==> src/rtl/wisc_pkg.sv <==
// Shared WISC ISA encodings, control-word layout and decode helper for the
// pipelined control path.
package wisc_pkg;

  localparam logic [3:0] OP_ADD    = 4'h0;
  localparam logic [3:0] OP_SUB    = 4'h1;
  localparam logic [3:0] OP_XOR    = 4'h2;
  localparam logic [3:0] OP_RED    = 4'h3;
  localparam logic [3:0] OP_SLL    = 4'h4;
  localparam logic [3:0] OP_SRA    = 4'h5;
  localparam logic [3:0] OP_ROR    = 4'h6;
  localparam logic [3:0] OP_PADDSB = 4'h7;
  localparam logic [3:0] OP_LW     = 4'h8;
  localparam logic [3:0] OP_SW     = 4'h9;
  localparam logic [3:0] OP_LLB    = 4'hA;
  localparam logic [3:0] OP_LHB    = 4'hB;
  localparam logic [3:0] OP_B      = 4'hC;
  localparam logic [3:0] OP_BR     = 4'hD;
  localparam logic [3:0] OP_PCS    = 4'hE;
  localparam logic [3:0] OP_HLT    = 4'hF;

  localparam logic [2:0] CCC_NE  = 3'd0;
  localparam logic [2:0] CCC_EQ  = 3'd1;
  localparam logic [2:0] CCC_GT  = 3'd2;
  localparam logic [2:0] CCC_LT  = 3'd3;
  localparam logic [2:0] CCC_GE  = 3'd4;
  localparam logic [2:0] CCC_LE  = 3'd5;
  localparam logic [2:0] CCC_OVF = 3'd6;
  localparam logic [2:0] CCC_UNC = 3'd7;

  localparam logic [2:0] ALU_ADD    = 3'd0;
  localparam logic [2:0] ALU_SUB    = 3'd1;
  localparam logic [2:0] ALU_XOR    = 3'd2;
  localparam logic [2:0] ALU_RED    = 3'd3;
  localparam logic [2:0] ALU_SLL    = 3'd4;
  localparam logic [2:0] ALU_SRA    = 3'd5;
  localparam logic [2:0] ALU_ROR    = 3'd6;
  localparam logic [2:0] ALU_PADDSB = 3'd7;

  // Flag masks are {N,Z,V}
  localparam logic [2:0] FM_NZV  = 3'b111;
  localparam logic [2:0] FM_Z    = 3'b010;
  localparam logic [2:0] FM_NONE = 3'b000;

  typedef enum logic [1:0] {ST_RUN, ST_DRAIN, ST_HALTED} state_t;

  typedef struct packed {
    logic       regwrite;
    logic       memwrite;
    logic       memtoreg;
    logic       alusrc;
    logic       extsrc;
    logic       regsrc;
    logic       bytesel;
    logic       loadbyte;
    logic       pcs;
    logic [2:0] aluop;
    logic [2:0] flag_mask;
  } ctl_t;

  // ALU opcodes 0..7 map straight onto aluop; everything unused stays 0.
  function automatic ctl_t decode(input logic [3:0] op);
    ctl_t c;
    c = '0;
    if (!op[3]) begin
      c.regwrite = 1'b1;
      c.aluop    = op[2:0];
    end
    case (op)
      OP_ADD, OP_SUB:         c.flag_mask = FM_NZV;
      OP_XOR:                 c.flag_mask = FM_Z;
      OP_SLL, OP_SRA, OP_ROR: begin
        c.flag_mask = FM_Z;
        c.alusrc    = 1'b1;
      end
      OP_LW: begin
        c.regwrite = 1'b1;
        c.memtoreg = 1'b1;
        c.alusrc   = 1'b1;
        c.extsrc   = 1'b1;
        c.aluop    = ALU_ADD;
      end
      OP_SW: begin
        c.memwrite = 1'b1;
        c.regsrc   = 1'b1;
        c.alusrc   = 1'b1;
        c.extsrc   = 1'b1;
        c.aluop    = ALU_ADD;
      end
      OP_LLB: begin
        c.regwrite = 1'b1;
        c.loadbyte = 1'b1;
      end
      OP_LHB: begin
        c.regwrite = 1'b1;
        c.loadbyte = 1'b1;
        c.bytesel  = 1'b1;
      end
      OP_PCS: begin
        c.regwrite = 1'b1;
        c.pcs      = 1'b1;
      end
      default: ;
    endcase
    return c;
  endfunction

endpackage

==> src/rtl/branch_cond_eval.sv <==
// Combinational CCC condition evaluator over {N,Z,V}; shared by ID and any
// later EX-stage branch resolver.
module branch_cond_eval
  import wisc_pkg::*;
(
  input  logic [2:0] i_ccc,
  input  logic [2:0] i_nzv,
  output logic       o_cond
);

  logic w_n, w_z, w_v;
  logic [7:0] w_tbl;

  assign w_n = i_nzv[2];
  assign w_z = i_nzv[1];
  assign w_v = i_nzv[0];

  // One entry per CCC code, indexed directly by the code
  assign w_tbl[CCC_NE]  = ~w_z;
  assign w_tbl[CCC_EQ]  = w_z;
  assign w_tbl[CCC_GT]  = ~w_z & ~w_n;
  assign w_tbl[CCC_LT]  = w_n;
  assign w_tbl[CCC_GE]  = w_z | (~w_n & ~w_z);
  assign w_tbl[CCC_LE]  = w_n | w_z;
  assign w_tbl[CCC_OVF] = w_v;
  assign w_tbl[CCC_UNC] = 1'b1;

  assign o_cond = w_tbl[i_ccc];

endmodule

==> src/rtl/id_ctrl_pipe.sv <==
// ID-stage controller: decode into the ID/EX control register, NZV flag
// ownership, ID branch resolution with one-cycle flush, and HLT drain FSM.
module id_ctrl_pipe
  import wisc_pkg::*;
#(
  parameter int DRAIN_CYCLES = 4,
  parameter int FLAG_BYPASS  = 1,
  parameter int ALUOP_W      = 3
) (
  input  logic               clk,
  input  logic               rst_n,
  input  logic               id_valid,
  input  logic [15:0]        id_instr,
  input  logic               id_stall,
  input  logic [2:0]         ex_flag_we,
  input  logic [2:0]         ex_nzv,
  output logic               ctl_valid,
  output logic               ctl_regwrite,
  output logic               ctl_memwrite,
  output logic               ctl_memtoreg,
  output logic               ctl_alusrc,
  output logic               ctl_extsrc,
  output logic               ctl_regsrc,
  output logic               ctl_bytesel,
  output logic               ctl_loadbyte,
  output logic               ctl_pcs,
  output logic [ALUOP_W-1:0] ctl_aluop,
  output logic [2:0]         ctl_flag_mask,
  output logic               br_taken,
  output logic               br_reg,
  output logic               flush,
  output logic               pc_write,
  output logic               halted,
  output logic [2:0]         flags
);

  state_t     r_state;
  logic [3:0] r_cnt;
  logic       r_halted;
  logic       r_flush;
  logic [2:0] r_flags;
  ctl_t       r_ctl;
  logic       r_ctl_valid;

  logic [3:0] w_op;
  logic [2:0] w_ccc;
  logic       w_eff_v, w_issue, w_cond, w_hlt, w_load;
  logic [2:0] w_wr_flags, w_bflags;
  ctl_t       w_dec;
  logic       w_unused;

  assign w_op     = id_instr[15:12];
  assign w_ccc    = id_instr[11:9];
  assign w_unused = ^id_instr[8:0];

  assign w_eff_v = id_valid & ~r_flush & (r_state == ST_RUN);
  assign w_issue = w_eff_v & ~id_stall;

  // Flags as they will be after this cycle's EX write
  assign w_wr_flags = (ex_flag_we & ex_nzv) | (~ex_flag_we & r_flags);
  assign w_bflags   = (FLAG_BYPASS != 0) ? w_wr_flags : r_flags;

  branch_cond_eval u_cond (
    .i_ccc  (w_ccc),
    .i_nzv  (w_bflags),
    .o_cond (w_cond)
  );

  assign br_taken = w_issue & (w_op == OP_B)  & w_cond;
  assign br_reg   = w_issue & (w_op == OP_BR) & w_cond;
  assign w_hlt    = w_issue & (w_op == OP_HLT);
  assign pc_write = (r_state == ST_RUN) & ~id_stall & ~(w_eff_v & (w_op == OP_HLT));

  // Taken branches and HLT go down the pipe as bubbles
  assign w_dec  = decode(w_op);
  assign w_load = w_issue & ~br_taken & ~br_reg & (w_op != OP_HLT);

  always_ff @(posedge clk or negedge rst_n) begin
    if (!rst_n) begin
      r_ctl       <= '0;
      r_ctl_valid <= 1'b0;
      r_flush     <= 1'b0;
      r_flags     <= 3'b000;
    end else begin
      r_ctl       <= w_load ? w_dec : '0;
      r_ctl_valid <= w_load;
      r_flush     <= br_taken | br_reg;
      r_flags     <= w_wr_flags;
    end
  end

  always_ff @(posedge clk or negedge rst_n) begin
    if (!rst_n) begin
      r_state  <= ST_RUN;
      r_cnt    <= 4'd0;
      r_halted <= 1'b0;
    end else begin
      case (r_state)
        ST_RUN: if (w_hlt) begin
          r_state <= ST_DRAIN;
          r_cnt   <= 4'(DRAIN_CYCLES - 1);
        end
        ST_DRAIN: if (r_cnt == 4'd0) begin
          r_state  <= ST_HALTED;
          r_halted <= 1'b1;
        end else begin
          r_cnt <= r_cnt - 4'd1;
        end
        default: r_halted <= 1'b1;
      endcase
    end
  end

  assign ctl_valid     = r_ctl_valid;
  assign ctl_regwrite  = r_ctl.regwrite;
  assign ctl_memwrite  = r_ctl.memwrite;
  assign ctl_memtoreg  = r_ctl.memtoreg;
  assign ctl_alusrc    = r_ctl.alusrc;
  assign ctl_extsrc    = r_ctl.extsrc;
  assign ctl_regsrc    = r_ctl.regsrc;
  assign ctl_bytesel   = r_ctl.bytesel;
  assign ctl_loadbyte  = r_ctl.loadbyte;
  assign ctl_pcs       = r_ctl.pcs;
  assign ctl_aluop     = ALUOP_W'(r_ctl.aluop);
  assign ctl_flag_mask = r_ctl.flag_mask;
  assign flush         = r_flush;
  assign halted        = r_halted;
  assign flags         = r_flags;

endmodule

==> config.mk <==
export PLATFORM = sky130hd
export DESIGN_NAME = id_ctrl_pipe
export DESIGN_NICKNAME = d
export VERILOG_FILES = /design/src/rtl/wisc_pkg.sv /design/src/rtl/branch_cond_eval.sv /design/src/rtl/id_ctrl_pipe.sv
export SDC_FILE = /design/constraint.sdc
export NUM_CORES = 1
export LEC_CHECK = 0
export BUFFER_PORTS_ARGS = -buffer_cell sky130_fd_sc_hd__buf_2
export CORE_MARGIN = 1
export CORE_UTILIZATION = 48
export CTS_BUF_LIST = sky130_fd_sc_hd__clkbuf_2 sky130_fd_sc_hd__clkbuf_4 sky130_fd_sc_hd__clkbuf_8
export DETAILED_ROUTE_END_ITERATION = 10
export PLACE_DENSITY = 0.84
export SYNTH_ARGS = -nofsm -noshare
export SYNTH_HDL_FRONTEND = slang
export SYNTH_SLANG_ARGS = --single-unit
==> constraint.sdc <==
create_clock -name clk -period 2.15 [get_ports clk]
set_clock_uncertainty 0.1 [all_clocks]
set_input_delay 0.1075 -clock clk [delete_from_list [all_inputs] [get_ports clk]]
set_output_delay 0.1075 -clock clk [all_outputs]
set_load 0.03 [all_outputs]
=== After elaboration in Yosys (flattened, before gate mapping) ===
Index checks and enable logic that the tools add are counted.

* Add/sub/neg operators: 1
* $mul: 0
* Divide/modulo/power cells: 0
* $lt $le $gt $ge: 1
* Eq/ne operators: 18
* Shift-type cells: 0
* Multiplexer cells: 23
* Bitwise gates (word level): 30
* Reduce and logical (&&, ||, !) cells: 13

{| class="wikitable"
|+ Operators with widths
! kind !! number
|-
| $eq A4 B4 Y1 const B || 8
|-
| $and A1 B1 Y1 || 15
|-
| $mux W15 || 1
|-
| $eq A4 B3 Y1 const B || 3
|-
| $mux W1 || 11
|-
| $logic_not A4 Y1 || 2
|-
| $mux W4 || 2
|-
| $not A1 Y1 || 8
|-
| $pmux W4 S2 || 1
|-
| $reduce_or A4 Y1 || 2
|-
| $and A3 B3 Y3 || 2
|-
| $mux W3 || 2
|-
| $ne A2 B2 Y1 const B || 3
|-
| $pmux W3 S2 || 1
|-
| $reduce_and A3 Y1 || 2
|-
| $reduce_or A2 Y1 || 3
|-
| $reduce_or A5 Y1 || 1
|-
| $eq A4 B1 Y1 const B || 1
|-
| $eq A4 B2 Y1 const B || 1
|-
| $lt A3 B4 Y1 const B || 1
|-
| $mux W2 || 2
|-
| $ne A4 B4 Y1 const B || 1
|-
| $pmux W2 S2 || 1
|-
| $sub A4 B1 Y4 const B || 1
|-
| 9 further kinds || 11
|}

* Bits in registers: 27
* Latch bits: 0
* Memory bits (writable): 0
* Memory bits (read-only): 0
* Input bits: 26
* Logic and storage cells: 103
* Memories: 0

=== Logic depth before layout (Yosys ltp) ===
Gate-level depths: netlist of the first run.

* Depth in word-level cells: 14
* Mapped depth: 6
* Gate-level depth less buffers: 6

=== By module ===
Synthesis of the first run repeated with hierarchy kept, for this count alone.

* Cells, all modules: 119
* Area total of the unflattened synthesis: 1237.4 µm²

{| class="wikitable"
|+ By module, submodules not included
! module !! instances !! cells an instance !! area each (µm²) !! seq. area each (µm²)
|-
| id_ctrl_pipe || 1 || 107 || 1164.9 || 625.6
|-
| branch_cond_eval || 1 || 12 || 72.6 || 0.0
|}

=== Worst setup path before layout of the first run ===
No wires, ideal clock.

* Path type: flip-flop to output port
* From: register r_flags[1] (netlist: flags[1])
* To: output br_reg
* Arrival time: 2.126 ns
* Slack: -0.184 ns
* Cell stages (with the launch flop): 5
* Buffers on the path: 0
* Cells stage by stage: dfrtp_1 > mux2_4 > a211o_1 > a211o_1 > a211oi_1

* Cells in the longest elaborated chain, start to end: 8

{| class="wikitable"
|+ RTL lines
! what !! RTL line !! RTL
|-
| from (decl) || id_ctrl_pipe.sv:41 || <nowiki>logic [2:0] r_flags;</nowiki>
|-
| from (signal assigned) || id_ctrl_pipe.sv:88 || <nowiki>r_flags <= w_wr_flags;</nowiki>
|-
| $and A3 B3 Y3 * || id_ctrl_pipe.sv:60 || <nowiki>assign w_wr_flags = (ex_flag_we & ex_nzv) | (~ex_flag_we & r_flags);</nowiki>
|-
| $or A3 B3 Y3 * || id_ctrl_pipe.sv:60 ||
|-
| net u_cond.i_nzv[1] || branch_cond_eval.sv:7 || <nowiki>input logic [2:0] i_nzv,</nowiki>
|-
| $not A1 Y1 || branch_cond_eval.sv:19, branch_cond_eval.sv:21, branch_cond_eval.sv:23 ||
|-
| $and A1 B1 Y1 || branch_cond_eval.sv:21, branch_cond_eval.sv:23 ||
|-
| $or A1 B1 Y1 || branch_cond_eval.sv:23 || <nowiki>assign w_tbl[CCC_GE] = w_z | (~w_n & ~w_z);</nowiki>
|-
| $bmux W1 S3 * || branch_cond_eval.sv:28 || <nowiki>assign o_cond = w_tbl[i_ccc];</nowiki>
|-
| $mux W1 (implied by the code) * || branch_cond_eval.sv:28 ||
|-
| $and A1 B1 Y1 * || id_ctrl_pipe.sv:70 || <nowiki>assign br_reg = w_issue & (w_op == OP_BR) & w_cond;</nowiki>
|-
| to (decl) || id_ctrl_pipe.sv:30 || <nowiki>output logic br_reg,</nowiki>
|}

The timed path passes the listed nets; every way through them passes the cells marked *. The select of a mux whose other input is x is not followed.

=== Worst setup path in the final report of the first run ===
* From: register r_flags[1] (netlist: flags[1])
* To: output br_taken

* Cells in the longest elaborated chain, start to end: 8

{| class="wikitable"
|+ RTL lines
! what !! RTL line !! RTL
|-
| $and A3 B3 Y3 * || id_ctrl_pipe.sv:60 ||
|-
| $or A3 B3 Y3 * || id_ctrl_pipe.sv:60 ||
|-
| net u_cond.i_nzv[1] || branch_cond_eval.sv:7 ||
|-
| $not A1 Y1 || branch_cond_eval.sv:19, branch_cond_eval.sv:21, branch_cond_eval.sv:23 ||
|-
| $and A1 B1 Y1 || branch_cond_eval.sv:21, branch_cond_eval.sv:23 ||
|-
| $or A1 B1 Y1 || branch_cond_eval.sv:23 ||
|-
| $bmux W1 S3 * || branch_cond_eval.sv:28 ||
|-
| $mux W1 (implied by the code) * || branch_cond_eval.sv:28 ||
|-
| $and A1 B1 Y1 * || id_ctrl_pipe.sv:69 || <nowiki>assign br_taken = w_issue & (w_op == OP_B) & w_cond;</nowiki>
|-
| to (decl) || id_ctrl_pipe.sv:29 || <nowiki>output logic br_taken,</nowiki>
|}

Marks and branches as above.

==> impl_metrics.xml, run 1 <==
<?xml version="1.0" encoding="UTF-8"?>
<metrics>
  <group name="power">
    <metric name="powerDensity" unit="mW/mm²">760</metric>
    <metric name="total_switching_power" unit="mW">0.400</metric>
    <metric name="share_clk_of_total_power" unit="">0.184</metric>
    <metric name="worst_ir_drop_vdd" unit="mV">0.538</metric>
    <metric name="power_frac_seq" unit="">0.524</metric>
    <metric name="power.switching_fraction" unit="">0.338</metric>
    <metric name="power_report.internal_total" unit="mW">0.783</metric>
    <metric name="power_share_of_the_combinational_group" unit="">0.293</metric>
    <metric name="finalPower" unit="mW">1.18</metric>
    <metric name="power.static_leakage" unit="nW">0.773</metric>
  </group>
  <group name="global_route">
    <metric name="global_route_wire_length_before_repair" unit="µm">4150</metric>
    <metric name="grt-ovfl-total" unit="">0</metric>
    <metric name="grt_max_degree" unit="">26</metric>
    <metric name="global_route.usage.total" unit="">0.216</metric>
    <metric name="grt_pass1_vias" unit="">924</metric>
    <metric name="grt_antenna_before_repair" unit="">0</metric>
  </group>
  <group name="floorplan">
    <metric name="pin_count" unit="">50</metric>
    <metric name="coreArea" unit="mm²">0.00223</metric>
    <metric name="floorplan.die_area" unit="mm²">0.00260</metric>
    <metric name="die_width" unit="µm">51.0</metric>
    <metric name="dieHeight" unit="µm">51.0</metric>
    <metric name="row_count" unit="">17</metric>
    <metric name="floorplan.initialDensity" unit="">0.515</metric>
  </group>
  <group name="worst_setup_path">
    <metric name="crit_end_element" unit="">output pin</metric>
    <metric name="timing.critical_path.max_delay_family" unit="">compound AO/OA/AOI/OAI gates</metric>
    <metric name="worst-endpoint-arrival" unit="ps">2020</metric>
    <metric name="critPathLaunchType" unit="">flip-flop</metric>
    <metric name="max_stage_delay" unit="ps">400</metric>
    <metric name="timing_worst_setup_path_type" unit="">reg2out</metric>
    <metric name="worstPathMaxFanout" unit="">5</metric>
    <metric name="critical_path.most_common_cell" unit="">a211o_1</metric>
    <metric name="crit_buf_inv" unit="">1</metric>
    <metric name="cp_slowest_cell" unit="">dfrtp_1</metric>
    <metric name="reg2reg_setup_slack" unit="ps">170</metric>
    <metric name="worstPathCellList" unit="">mux2_4, a211o_1, a211o_1, a211oi_2, buf_4</metric>
    <metric name="worst-endpoint-required" unit="ps">1940</metric>
  </group>
  <group name="yosys">
    <metric name="yosysWarnings" unit="">0</metric>
    <metric name="synth_top_cells_by_area" unit="">dfrtp_1 (54%), nor2_1 (3.6%), nor3_1 (3.5%)</metric>
    <metric name="synth_cells" unit="">109</metric>
    <metric name="yosys.area.top_type_share" unit="">0.543</metric>
    <metric name="yosys.cell_count.top_type" unit="">dfrtp_1</metric>
    <metric name="most_instantiated_flip_flop_cell_in_the_synthesis_netlist" unit="">dfrtp_1</metric>
    <metric name="yosysUniqueCellTypes" unit="">34</metric>
    <metric name="synth_enable_flop_cells" unit="">0</metric>
    <metric name="synth_nets" unit="">137</metric>
    <metric name="yosys_register_bits" unit="">25</metric>
    <metric name="synth_common_cells" unit="">dfrtp_1 (25), nor2_1 (11), nand2_1 (8), nor3_1 (8), inv_1 (7)</metric>
    <metric name="yosysSeqAreaShare" unit="">0.543</metric>
    <metric name="syn_avg_cell_area" unit="µm²">10.6</metric>
    <metric name="synth_area" unit="mm²">0.00115</metric>
    <metric name="synth_area_leader_cell" unit="">dfrtp_1</metric>
    <metric name="async_flop_share" unit="">1.00</metric>
  </group>
  <group name="outcome">
    <metric name="run_status" unit="">finished with violations</metric>
    <metric name="failing_checks" unit="">setup timing</metric>
  </group>
  <group name="clocking">
    <metric name="ctsRootBufferMaster" unit="">clkbuf_4</metric>
    <metric name="path_clk_slew" unit="ps">130</metric>
    <metric name="cts_tree" unit="">done</metric>
    <metric name="clk_latency" unit="ps">310</metric>
    <metric name="cts.path.max_buffers" unit="">2</metric>
    <metric name="cts_made_buffers" unit="">3</metric>
    <metric name="htree_num_levels" unit="">1</metric>
    <metric name="cts.sinks" unit="">25</metric>
  </group>
  <group name="detailed_routing">
    <metric name="wl" unit="µm">2770</metric>
    <metric name="drt_drc_violations_left" unit="">0</metric>
    <metric name="drt_first_pass_iters" unit="">4</metric>
    <metric name="routed_wire_length_per_instance" unit="µm">14.6</metric>
    <metric name="viasPerCell" unit="">5.52</metric>
    <metric name="drt.antenna.violating_nets" unit="">0</metric>
    <metric name="num_vias" unit="">1049</metric>
    <metric name="drt_iter0_markers" unit="">38</metric>
  </group>
  <group name="layout">
    <metric name="stdcell_count" unit="">190</metric>
    <metric name="layout_filler_cell_count" unit="">158</metric>
    <metric name="post_route_cells_drive_above_1_share" unit="">0.346</metric>
    <metric name="layout-area-overhead-vs-synth" unit="%">35.2</metric>
    <metric name="multi_input_area" unit="µm²">502</metric>
    <metric name="finalInstanceArea" unit="mm²">0.00156</metric>
    <metric name="antenna_cells_inserted" unit="">0</metric>
    <metric name="ff_latch_area" unit="µm²">626</metric>
    <metric name="nets" unit="">191</metric>
  </group>
  <group name="timing">
    <metric name="relSlewSlack" unit="">0.639</metric>
    <metric name="final_hold_viol_count" unit="">0</metric>
    <metric name="final_critical_path_time_including_i_o_delays_and_setup" unit="ps">2230</metric>
    <metric name="period_share" unit="">1.04</metric>
    <metric name="report.final.slew_viol_count" unit="">0</metric>
    <metric name="setup_slack" unit="ps">-79.7</metric>
    <metric name="tightest_slew" unit="ps">541</metric>
    <metric name="finalSetupViolCount" unit="">2</metric>
    <metric name="clock.fmax" unit="MHz">448</metric>
    <metric name="final.hold.worst_slack" unit="ps">94.5</metric>
    <metric name="rsz0062_at_grt" unit="">yes</metric>
  </group>
  <group name="placement">
    <metric name="placed_cells" unit="">173</metric>
    <metric name="hpwl" unit="µm">1770</metric>
    <metric name="post_dp_cell_area" unit="mm²">0.00137</metric>
    <metric name="count_of_port_buffers_added_during_placement" unit="">40</metric>
    <metric name="replace_congestion" unit="">0.829</metric>
    <metric name="dp_worst_setup_slack" unit="ps">256</metric>
  </group>
  <group name="job">
    <metric name="timing.max_cap.violations" unit="">0</metric>
  </group>
  <group name="worst_hold_path">
    <metric name="hp-class" unit="">in2reg</metric>
  </group>
</metrics>
-- through the flow --
stage                util  TNS, ps
CTS                 0.676     -122
finish              0.697     -118
floorplan               -     -368
global placement    0.612        0
detailed placement  0.612        0
global route        0.697     -198
-- registers in the layout, indices dropped and copies added (netlist names), 2 cells and up --
register       count
ctl_aluop          3
r_cnt              4
r_state            2
flags              3
ctl_flag_mask      2
-- worst reg2reg max path: cells and delay by family (launching register included) --
kind / cells / cell delay [ps]
AOI/OAI and AO/OA: 3 / 780
buffers and inverters: 2 / 280
DFF: 1 / 400
muxes: 1 / 300
-- what timing repair did --
item / 4_1_cts / 5_1_grt
hold buffers: 9 / 2
endpoints found under the hold margin: 34 / 1
setup endpoints to repair: 2 / 2
cloned: 0 / 0
pin swaps: 2 / 1
resized for setup: 4 / 4
buffers inserted: 1 / 1
-- power by group through the flow --
stage               clock (mW)  combinational [mW]  sequential (mW)
finish                   0.217               0.346            0.620
global route             0.248               0.382            0.629
CTS                      0.223               0.330            0.613
detailed placement           0               0.313            0.621
global placement             0               0.295            0.617
floorplan                    0               0.213            0.624
-- logic make-up (layout without fill, tap and decap cells) --
family,Yosys count,after routing,synth area share
compound gates,18,18,0.117
mux,5,5,0.0489
flops,25,25,0.543
xor+xnor,3,3,0.0228
buf+inv,12,65,0.0467
fa+ha+maj,3,3,0.0304
simple gates,43,43,0.190
-- cell usage in the layout, fill, tap and decap left out, types with 2 or more instances in the layout --
master / netlist / routed
nand2b_1: 2 / 2
clkbuf_4: 0 / 4
xnor2_1: 3 / 3
and2_1: 3 / 3
nor2_1: 11 / 11
mux2i_1: 3 / 2
ha_1: 2 / 2
buf_2: 1 / 38
buf_4: 2 / 5
inv_1: 7 / 7
a21oi_1: 3 / 3
a211oi_2: 1 / 3
nor4bb_1: 2 / 2
dlygate4sd3_1: 0 / 11
o21ai_0: 2 / 2
a211o_1: 3 / 3
nand2_1: 8 / 7
nor4_1: 4 / 4
dfrtp_1: 25 / 25
nor3_1: 8 / 7
-- final timing paths --
path	start	endpoint	cells after the start
max in group asynchronous	rst_n	r_cnt[1]$_DFFE_PN0P_	2
max	flags[1]$_DFF_PN0_	br_taken	5
min reg2reg	halted$_DFFE_PN0P_	halted$_DFFE_PN0P_	1
min	id_instr[15]	ctl_aluop[2]$_DFF_PN0_	3
min in group asynchronous	rst_n	ctl_extsrc$_DFF_PN0_	2
max reg2reg	flags[1]$_DFF_PN0_	ctl_valid$_DFF_PN0_	6
-- metal layers --
layer  wire (µm)  vias up  GRT usage
met5           0        -          0
met4          97        0     0.0972
met3         232       13     0.0268
met2        1340       67      0.364
met1        1100      479      0.277
li1            -      490          -
-- cell type report --
| class | count | area share |
|---|---|---|
| Clock buffer | 4 | 0.0193 |
| Inverter | 7 | 0.0169 |
| Multi-Input combinational cell | 72 | 0.322 |
| Sequential cell | 25 | 0.402 |
| Tap cell | 28 | 0.0225 |
| Timing Repair Buffer | 54 | 0.217 |
Note: power is estimated with default switching activity, not from simulation.
==> run 2: changes to the inputs <==
--- a/config.mk
+++ b/config.mk
@@ -6,11 +6,13 @@
 export NUM_CORES = 1
 export LEC_CHECK = 0
 export BUFFER_PORTS_ARGS = -buffer_cell sky130_fd_sc_hd__buf_2
+export CAP_MARGIN = 20
 export CORE_MARGIN = 1
-export CORE_UTILIZATION = 48
+export CORE_UTILIZATION = 49
 export CTS_BUF_LIST = sky130_fd_sc_hd__clkbuf_2 sky130_fd_sc_hd__clkbuf_4 sky130_fd_sc_hd__clkbuf_8
 export DETAILED_ROUTE_END_ITERATION = 10
 export PLACE_DENSITY = 0.84
 export SYNTH_ARGS = -nofsm -noshare
 export SYNTH_HDL_FRONTEND = slang
+export SYNTH_HIERARCHICAL = 1
 export SYNTH_SLANG_ARGS = --single-unit
==> run 2 against run 1 <==
- the flow now finishes without violations
- design area is 0.80% lower
- global-route usage down 0.45 points
- register-to-register slack better by 240 ps
- clock-buffer cell count did not move
- first-iteration DRC count is 53% lower
- sequential share of layout area increased by 0.33 points
- critical path depth grew 3
- clock power shrank 3%
- via count down 1.5%
- setup slack better by 90 ps
- non-clock buffer count fell by 6
- critical path type unchanged
- largest cell class unchanged
- highest routed layer unchanged
==> impl_metrics.xml, run 2 <==
<?xml version="1.0" encoding="UTF-8"?>
<metrics>
  <group name="worst_setup_path">
    <metric name="worst-endpoint-required" unit="ps">1940</metric>
    <metric name="worstPathCellList" unit="">mux2_4, nand2b_1, mux2i_1, a21oi_1, o21a_1, nand4_1, nor2_1, buf_4</metric>
    <metric name="timing.critical_path.max_delay_family" unit="">multiplexers</metric>
    <metric name="timing_worst_setup_path_type" unit="">reg2out</metric>
    <metric name="crit_buf_inv" unit="">1</metric>
    <metric name="max_stage_delay" unit="ps">400</metric>
    <metric name="worst_r2r_dst" unit="">r_cnt[3]$_DFFE_PN0P_</metric>
    <metric name="crit_end_element" unit="">output pin</metric>
    <metric name="ff2ff_path_depth" unit="">5</metric>
    <metric name="cp_slowest_cell" unit="">dfrtp_1</metric>
    <metric name="worst-endpoint-arrival" unit="ps">1930</metric>
    <metric name="rr_startpoint" unit="">r_cnt[0]$_DFFE_PN0P_</metric>
    <metric name="critPathLaunchType" unit="">flip-flop</metric>
    <metric name="reg2reg_setup_slack" unit="ps">410</metric>
    <metric name="worstPathMaxFanout" unit="">3</metric>
  </group>
  <group name="layout">
    <metric name="nets" unit="">191</metric>
    <metric name="max_flop_register" unit="">r_cnt</metric>
    <metric name="post_route_cells_drive_above_1_share" unit="">0.346</metric>
    <metric name="layout.cells.most_common_list" unit="">buf_2 (38), dfrtp_1 (25), nor2_1 (8), nand2_1 (7), a21oi_1 (7)</metric>
    <metric name="stdcell_count" unit="">190</metric>
    <metric name="mostFrequentLayoutCell" unit="">buf_2</metric>
    <metric name="largest_register_ffs" unit="">4</metric>
    <metric name="layout-area-overhead-vs-synth" unit="%">24.8</metric>
    <metric name="finalInstanceArea" unit="mm²">0.00154</metric>
    <metric name="finalCoreUtilization" unit="">0.672</metric>
    <metric name="antenna_cells_inserted" unit="">0</metric>
  </group>
  <group name="placement">
    <metric name="placed_cells" unit="">178</metric>
    <metric name="post_dp_cell_area" unit="mm²">0.00142</metric>
    <metric name="hpwl" unit="µm">1830</metric>
    <metric name="replace_congestion" unit="">0.780</metric>
    <metric name="count_of_port_buffers_added_during_placement" unit="">40</metric>
  </group>
  <group name="yosys">
    <metric name="synth_common_cells" unit="">dfrtp_1 (25), nand2_1 (8), nor2_1 (8)</metric>
    <metric name="yosys.cell_count.top_type" unit="">dfrtp_1</metric>
    <metric name="synth_top_cells_by_area" unit="">dfrtp_1 (51%), a21oi_1 (2.8%), mux2_2 (2.7%)</metric>
    <metric name="synth_area_leader_cell" unit="">dfrtp_1</metric>
    <metric name="yosysWarnings" unit="">6</metric>
    <metric name="synth_cells" unit="">119</metric>
    <metric name="most_instantiated_flip_flop_cell_in_the_synthesis_netlist" unit="">dfrtp_1</metric>
    <metric name="async_flop_share" unit="">1.00</metric>
    <metric name="yosysSeqAreaShare" unit="">0.506</metric>
    <metric name="yosys.area.top_type_share" unit="">0.506</metric>
    <metric name="synth_area" unit="mm²">0.00124</metric>
    <metric name="yosys_register_bits" unit="">25</metric>
    <metric name="syn_avg_cell_area" unit="µm²">10.4</metric>
    <metric name="synth_enable_flop_cells" unit="">0</metric>
    <metric name="synth_nets" unit="">147</metric>
    <metric name="yosysUniqueCellTypes" unit="">42</metric>
  </group>
  <group name="timing">
    <metric name="clock.fmax" unit="MHz">467</metric>
    <metric name="period_share" unit="">0.995</metric>
    <metric name="relSlewSlack" unit="">0.638</metric>
    <metric name="final_hold_viol_count" unit="">0</metric>
    <metric name="tightest_slew" unit="ps">543</metric>
    <metric name="finalSetupViolCount" unit="">0</metric>
    <metric name="rsz0062_at_grt" unit="">yes</metric>
    <metric name="report.final.slew_viol_count" unit="">0</metric>
    <metric name="final_critical_path_time_including_i_o_delays_and_setup" unit="ps">2140</metric>
    <metric name="final.hold.worst_slack" unit="ps">31.0</metric>
  </group>
  <group name="clocking">
    <metric name="cts.path.max_buffers" unit="">2</metric>
    <metric name="clk_latency" unit="ps">300</metric>
    <metric name="path_clk_slew" unit="ps">120</metric>
    <metric name="cts.sinks" unit="">25</metric>
    <metric name="cts_made_buffers" unit="">3</metric>
    <metric name="cts_tree" unit="">done</metric>
    <metric name="ctsRootBufferMaster" unit="">clkbuf_4</metric>
    <metric name="htree_num_levels" unit="">1</metric>
  </group>
  <group name="worst_hold_path">
    <metric name="endpoint_of_the_worst_hold_path" unit="">ctl_pcs$_DFF_PN0_</metric>
    <metric name="worstHoldPathCells" unit="">2</metric>
    <metric name="hold_path_startpoint" unit="">id_instr[12]</metric>
    <metric name="hp-class" unit="">in2reg</metric>
  </group>
  <group name="detailed_routing">
    <metric name="drt_drc_violations_left" unit="">0</metric>
    <metric name="routed_wire_length_per_instance" unit="µm">13.5</metric>
    <metric name="drt.antenna.violating_nets" unit="">0</metric>
    <metric name="wl" unit="µm">2570</metric>
    <metric name="viasPerCell" unit="">5.44</metric>
    <metric name="num_vias" unit="">1033</metric>
    <metric name="drt_iter0_markers" unit="">18</metric>
    <metric name="drt_first_pass_iters" unit="">4</metric>
  </group>
  <group name="global_route">
    <metric name="grt.met2_usage" unit="">0.376</metric>
    <metric name="grt-ovfl-total" unit="">0</metric>
    <metric name="global_route.usage.total" unit="">0.212</metric>
    <metric name="grt_pass1_vias" unit="">945</metric>
    <metric name="groute.layer.met1.usage" unit="">0.259</metric>
    <metric name="grt_use_met3" unit="">0.0290</metric>
    <metric name="global_route_wire_length_before_repair" unit="µm">4130</metric>
    <metric name="top_usage_layer" unit="">met2</metric>
    <metric name="grt_antenna_before_repair" unit="">0</metric>
    <metric name="grt_max_degree" unit="">26</metric>
  </group>
  <group name="floorplan">
    <metric name="row_count" unit="">17</metric>
    <metric name="dieHeight" unit="µm">52.3</metric>
    <metric name="floorplan.initialDensity" unit="">0.539</metric>
    <metric name="floorplan.die_area" unit="mm²">0.00273</metric>
    <metric name="die_width" unit="µm">52.3</metric>
    <metric name="coreArea" unit="mm²">0.00230</metric>
    <metric name="pin_count" unit="">50</metric>
  </group>
  <group name="power">
    <metric name="worst_ir_drop_vdd" unit="mV">0.445</metric>
    <metric name="power.static_leakage" unit="nW">0.775</metric>
    <metric name="finalPower" unit="mW">0.823</metric>
    <metric name="powerDensity" unit="mW/mm²">533</metric>
  </group>
  <group name="job">
    <metric name="timing.max_cap.violations" unit="">0</metric>
  </group>
  <group name="outcome">
    <metric name="run_status" unit="">finished, final reports clean</metric>
  </group>
</metrics>
[run 2: timing repair]
item | in CTS | in global routing
endpoints found under the setup margin | 2 | 2
buffers inserted | 2 | 0
gates resized for setup | 5 | 0
hold buffers | 6 | 0
endpoints found under the hold margin | 29 | 0
pin swaps | 3 | 1
[run 2: cell type report]
type | instances | area [µm²]
fillers | 188 | 753
flip-flops and latches | 25 | 626
multi-input cells | 79 | 551
repair buffers | 48 | 280
well taps | 28 | 35.0
clock buffers | 4 | 30.0
inverters | 6 | 22.5
[run 2: worst max path at each step]
| stage | from | to | cells past startpoint |
|---|---|---|---|
| after floorplan | flags[2]$_DFF_PN0_ | br_taken | 7 |
| after global placement | flags[2]$_DFF_PN0_ | br_taken | 8 |
| after detailed placement | flags[2]$_DFF_PN0_ | br_taken | 8 |
| after CTS | flags[2]$_DFF_PN0_ | br_taken | 8 |
| after global routing | flags[2]$_DFF_PN0_ | br_taken | 8 |
| final | flags[1]$_DFF_PN0_ | br_reg | 8 |
[run 2: power breakdown]
| part | total (mW) | switching, mW | internal, mW |
|---|---|---|---|
| combinational | 0.128 | 0.0727 | 0.0554 |
| sequential | 0.483 | 0.00592 | 0.477 |
| clock | 0.211 | 0.126 | 0.0848 |
| total | 0.823 | 0.205 | 0.618 |
[run 2: metrics by stage]
step                      setup TNS (ps)  setup slack [ps]
after detailed placement               0               278
after floorplan                        0               153
after global routing                -303              -155
after CTS                              0            0.0642
after global placement                 0               328
final                                  0              10.5
[run 2: kinds of logic (layout without fill, tap and decap cells)]
kind of cell / count (synthesis) / in the layout / synth area share
flops: 25 / 25 / 0.506
mux: 6 / 6 / 0.0516
fa+ha+maj: 3 / 3 / 0.0283
compound gates: 19 / 19 / 0.101
xor+xnor: 1 / 1 / 0.00708
simple gates: 50 / 50 / 0.245
buf+inv: 15 / 58 / 0.0617
[run 2: metal layers]
| layer | share of wire | vias to the layer above |
|---|---|---|
| li1 | - | 503 |
| met1 | 0.44 | 492 |
| met2 | 0.50 | 36 |
| met3 | 0.056 | 2 |
| met4 | 0.0097 | 0 |
| met5 | 0 | - |
[run 2: worst reg2reg max path, delay by kind of cell (launching register included)]
family / cells / cell delay (ps)
flops: 1 / 460
compound gates: 2 / 360
buf+inv: 1 / 110
fa+ha+maj: 1 / 160
simple gates: 1 / 450
==> run 3: changes to the inputs <==
--- a/config.mk
+++ b/config.mk
@@ -8,11 +8,12 @@
 export BUFFER_PORTS_ARGS = -buffer_cell sky130_fd_sc_hd__buf_2
 export CAP_MARGIN = 20
 export CORE_MARGIN = 1
-export CORE_UTILIZATION = 49
+export CORE_UTILIZATION = 48
 export CTS_BUF_LIST = sky130_fd_sc_hd__clkbuf_2 sky130_fd_sc_hd__clkbuf_4 sky130_fd_sc_hd__clkbuf_8
+export CTS_CLUSTER_SIZE = 20
 export DETAILED_ROUTE_END_ITERATION = 10
+export MAX_ROUTING_LAYER = met4
 export PLACE_DENSITY = 0.84
 export SYNTH_ARGS = -nofsm -noshare
 export SYNTH_HDL_FRONTEND = slang
-export SYNTH_HIERARCHICAL = 1
 export SYNTH_SLANG_ARGS = --single-unit
==> run 3 against run 2 <==
- the run now ends with setup timing left
- combinational power increased to 2.7 times the previous value
- maximum frequency decreased by 3.5%
- clock power increased by 2%
- routed wire length increased by 8.4%
- via count increased by 1.8%
- die area decreased by 4.9%
- critical path depth decreased by 3
- first-iteration DRC count increased by 94%
- hold slack improved by 70 ps
- setup slack got worse by 77 ps
- sequential share of layout area decreased by 0.33 points
- critical endpoint is now br_taken
- largest cell class unchanged
- largest power group unchanged
==> impl_metrics.xml, run 3 (synthesis gave the netlist of run 1 again) <==
<?xml version="1.0" encoding="UTF-8"?>
<metrics>
  <group name="timing">
    <metric name="period_share" unit="">1.03</metric>
    <metric name="report.final.slew_viol_count" unit="">0</metric>
    <metric name="setup_slack" unit="ps">-66.9</metric>
    <metric name="tightest_slew" unit="ps">541</metric>
    <metric name="rsz0062_at_grt" unit="">yes</metric>
    <metric name="finalSetupViolCount" unit="">2</metric>
    <metric name="relSlewSlack" unit="">0.639</metric>
    <metric name="clock.fmax" unit="MHz">451</metric>
    <metric name="final_hold_viol_count" unit="">0</metric>
    <metric name="final_critical_path_time_including_i_o_delays_and_setup" unit="ps">2220</metric>
  </group>
  <group name="floorplan">
    <metric name="floorplan.initialDensity" unit="">0.515</metric>
    <metric name="row_count" unit="">17</metric>
    <metric name="floorplan.die_area" unit="mm²">0.00260</metric>
    <metric name="pin_count" unit="">50</metric>
    <metric name="dieHeight" unit="µm">51.0</metric>
    <metric name="coreArea" unit="mm²">0.00223</metric>
    <metric name="die_width" unit="µm">51.0</metric>
  </group>
  <group name="clocking">
    <metric name="cts_tree" unit="">done</metric>
    <metric name="path_clk_slew" unit="ps">130</metric>
    <metric name="cts.sinks" unit="">25</metric>
    <metric name="ctsRootBufferMaster" unit="">clkbuf_4</metric>
    <metric name="htree_num_levels" unit="">1</metric>
    <metric name="cts_made_buffers" unit="">3</metric>
    <metric name="clk_latency" unit="ps">310</metric>
    <metric name="cts.path.max_buffers" unit="">2</metric>
  </group>
  <group name="layout">
    <metric name="layout-area-overhead-vs-synth" unit="%">35.2</metric>
    <metric name="layout.cells.most_common_list" unit="">buf_2 (38), dfrtp_1 (25), nor2_1 (11), dlygate4sd3_1 (11)</metric>
    <metric name="mostFrequentLayoutCell" unit="">buf_2</metric>
    <metric name="stdcell_count" unit="">190</metric>
    <metric name="finalCoreUtilization" unit="">0.697</metric>
    <metric name="antenna_cells_inserted" unit="">0</metric>
    <metric name="post_route_cells_drive_above_1_share" unit="">0.346</metric>
    <metric name="nets" unit="">191</metric>
    <metric name="max_flop_register" unit="">r_cnt</metric>
    <metric name="largest_register_ffs" unit="">4</metric>
  </group>
  <group name="power">
    <metric name="power.static_leakage" unit="nW">0.773</metric>
    <metric name="power.switching_fraction" unit="">0.337</metric>
    <metric name="power_frac_seq" unit="">0.525</metric>
    <metric name="powerDensity" unit="mW/mm²">758</metric>
    <metric name="share_clk_of_total_power" unit="">0.183</metric>
    <metric name="finalPower" unit="mW">1.18</metric>
    <metric name="total_switching_power" unit="mW">0.398</metric>
    <metric name="power_share_of_the_combinational_group" unit="">0.293</metric>
    <metric name="worst_ir_drop_vdd" unit="mV">0.535</metric>
    <metric name="power_report.internal_total" unit="mW">0.782</metric>
  </group>
  <group name="worst_setup_path">
    <metric name="ff2ff_path_depth" unit="">6</metric>
    <metric name="crit_end_element" unit="">output pin</metric>
    <metric name="timing.critical_path.max_delay_family" unit="">compound AO/OA/AOI/OAI gates</metric>
    <metric name="timing_worst_setup_path_type" unit="">reg2out</metric>
    <metric name="critPathLaunchType" unit="">flip-flop</metric>
    <metric name="worstPathCellList" unit="">mux2_4, a211o_1, a211o_1, a211oi_2, buf_4</metric>
    <metric name="worst-endpoint-required" unit="ps">1940</metric>
    <metric name="critical_path.most_common_cell" unit="">a211o_1</metric>
    <metric name="worstPathMaxFanout" unit="">5</metric>
    <metric name="worst-endpoint-arrival" unit="ps">2010</metric>
    <metric name="crit_buf_inv" unit="">1</metric>
    <metric name="max_stage_delay" unit="ps">400</metric>
    <metric name="worstSetupPathDepth" unit="">5</metric>
    <metric name="cp_slowest_cell" unit="">dfrtp_1</metric>
  </group>
  <group name="detailed_routing">
    <metric name="drt_first_pass_iters" unit="">4</metric>
    <metric name="drt.antenna.violating_nets" unit="">0</metric>
    <metric name="routed_wire_length_per_instance" unit="µm">14.6</metric>
    <metric name="num_vias" unit="">1052</metric>
    <metric name="drt_iter0_markers" unit="">35</metric>
    <metric name="drt_drc_violations_left" unit="">0</metric>
    <metric name="viasPerCell" unit="">5.54</metric>
    <metric name="wl" unit="µm">2780</metric>
  </group>
  <group name="global_route">
    <metric name="grt-ovfl-total" unit="">0</metric>
    <metric name="grt_antenna_before_repair" unit="">0</metric>
    <metric name="global_route.usage.total" unit="">0.222</metric>
    <metric name="grt_max_degree" unit="">26</metric>
    <metric name="global_route_wire_length_before_repair" unit="µm">4150</metric>
    <metric name="grt_pass1_vias" unit="">927</metric>
  </group>
  <group name="job">
    <metric name="timing.max_cap.violations" unit="">0</metric>
  </group>
  <group name="placement">
    <metric name="replace_congestion" unit="">0.842</metric>
    <metric name="hpwl" unit="µm">1770</metric>
    <metric name="dp_worst_setup_slack" unit="ps">256</metric>
    <metric name="placed_cells" unit="">173</metric>
    <metric name="count_of_port_buffers_added_during_placement" unit="">40</metric>
  </group>
  <group name="worst_hold_path">
    <metric name="hp-class" unit="">in2reg</metric>
    <metric name="worstHoldPathCells" unit="">3</metric>
  </group>
  <group name="outcome">
    <metric name="failing_checks" unit="">setup timing</metric>
    <metric name="run_status" unit="">finished with violations</metric>
  </group>
</metrics>
-- run 3: what timing repair did --
item	4_1_cts	5_1_grt
resized for setup	4	4
pin swaps	2	1
setup buffers	1	1
hold endpoints to repair	34	1
endpoints found under the setup margin	2	2
hold buffers	9	2
gates cloned	0	0
-- run 3: through the flow --
step	hold slack (ps)	setup TNS, ps	area (µm²)
2_1_floorplan	-288	-368	1150
3_3_place_gp	3.52	0	1370
3_5_place_dp	24.1	0	1370
4_1_cts	23.4	-122	1510
5_1_grt	90.1	-198	1560
6_report	101	-107	1560
-- run 3: cell type report --
type	instances	area [µm²]
Timing Repair Buffer	54	338
Inverter	7	26.3
Sequential cell	25	626
Multi-Input combinational cell	72	502
Tap cell	28	35.0
Fill cell	158	677
Clock buffer	4	30.0
-- run 3: worst paths after layout --
path                                    start                      to  slack, ps
max                        flags[1]$_DFF_PN0_                br_taken        -70
min                              id_instr[15]  ctl_aluop[2]$_DFF_PN0_        100
max reg2reg                flags[1]$_DFF_PN0_     ctl_valid$_DFF_PN0_        170
min reg2reg                halted$_DFFE_PN0P_      halted$_DFFE_PN0P_        410
max in group asynchronous               rst_n    r_cnt[1]$_DFFE_PN0P_       1400
min in group asynchronous               rst_n    ctl_extsrc$_DFF_PN0_        190
-- run 3: layer usage --
metal | GRT usage | share of wire
met5 | - | 0
met4 | 0.0972 | 0.035
met3 | 0.0268 | 0.075
met2 | 0.366 | 0.49
met1 | 0.275 | 0.40
-- run 3: worst register-to-register path, delay by kind of cell, from the launching register on --
family / cells / cell delay [ps]
AO/OA/AOI/OAI: 3 / 770
flip-flops: 1 / 400
buffers and inverters: 2 / 280
multiplexers: 1 / 310
-- run 3: power groups by stage --
stage                     logic, mW  registers, mW  clock network (mW)
after detailed placement      0.313          0.621                   0
after global placement        0.295          0.617                   0
after floorplan               0.213          0.624                   0
final                         0.345          0.619               0.216
after CTS                     0.330          0.613               0.223
after global routing          0.382          0.629               0.248
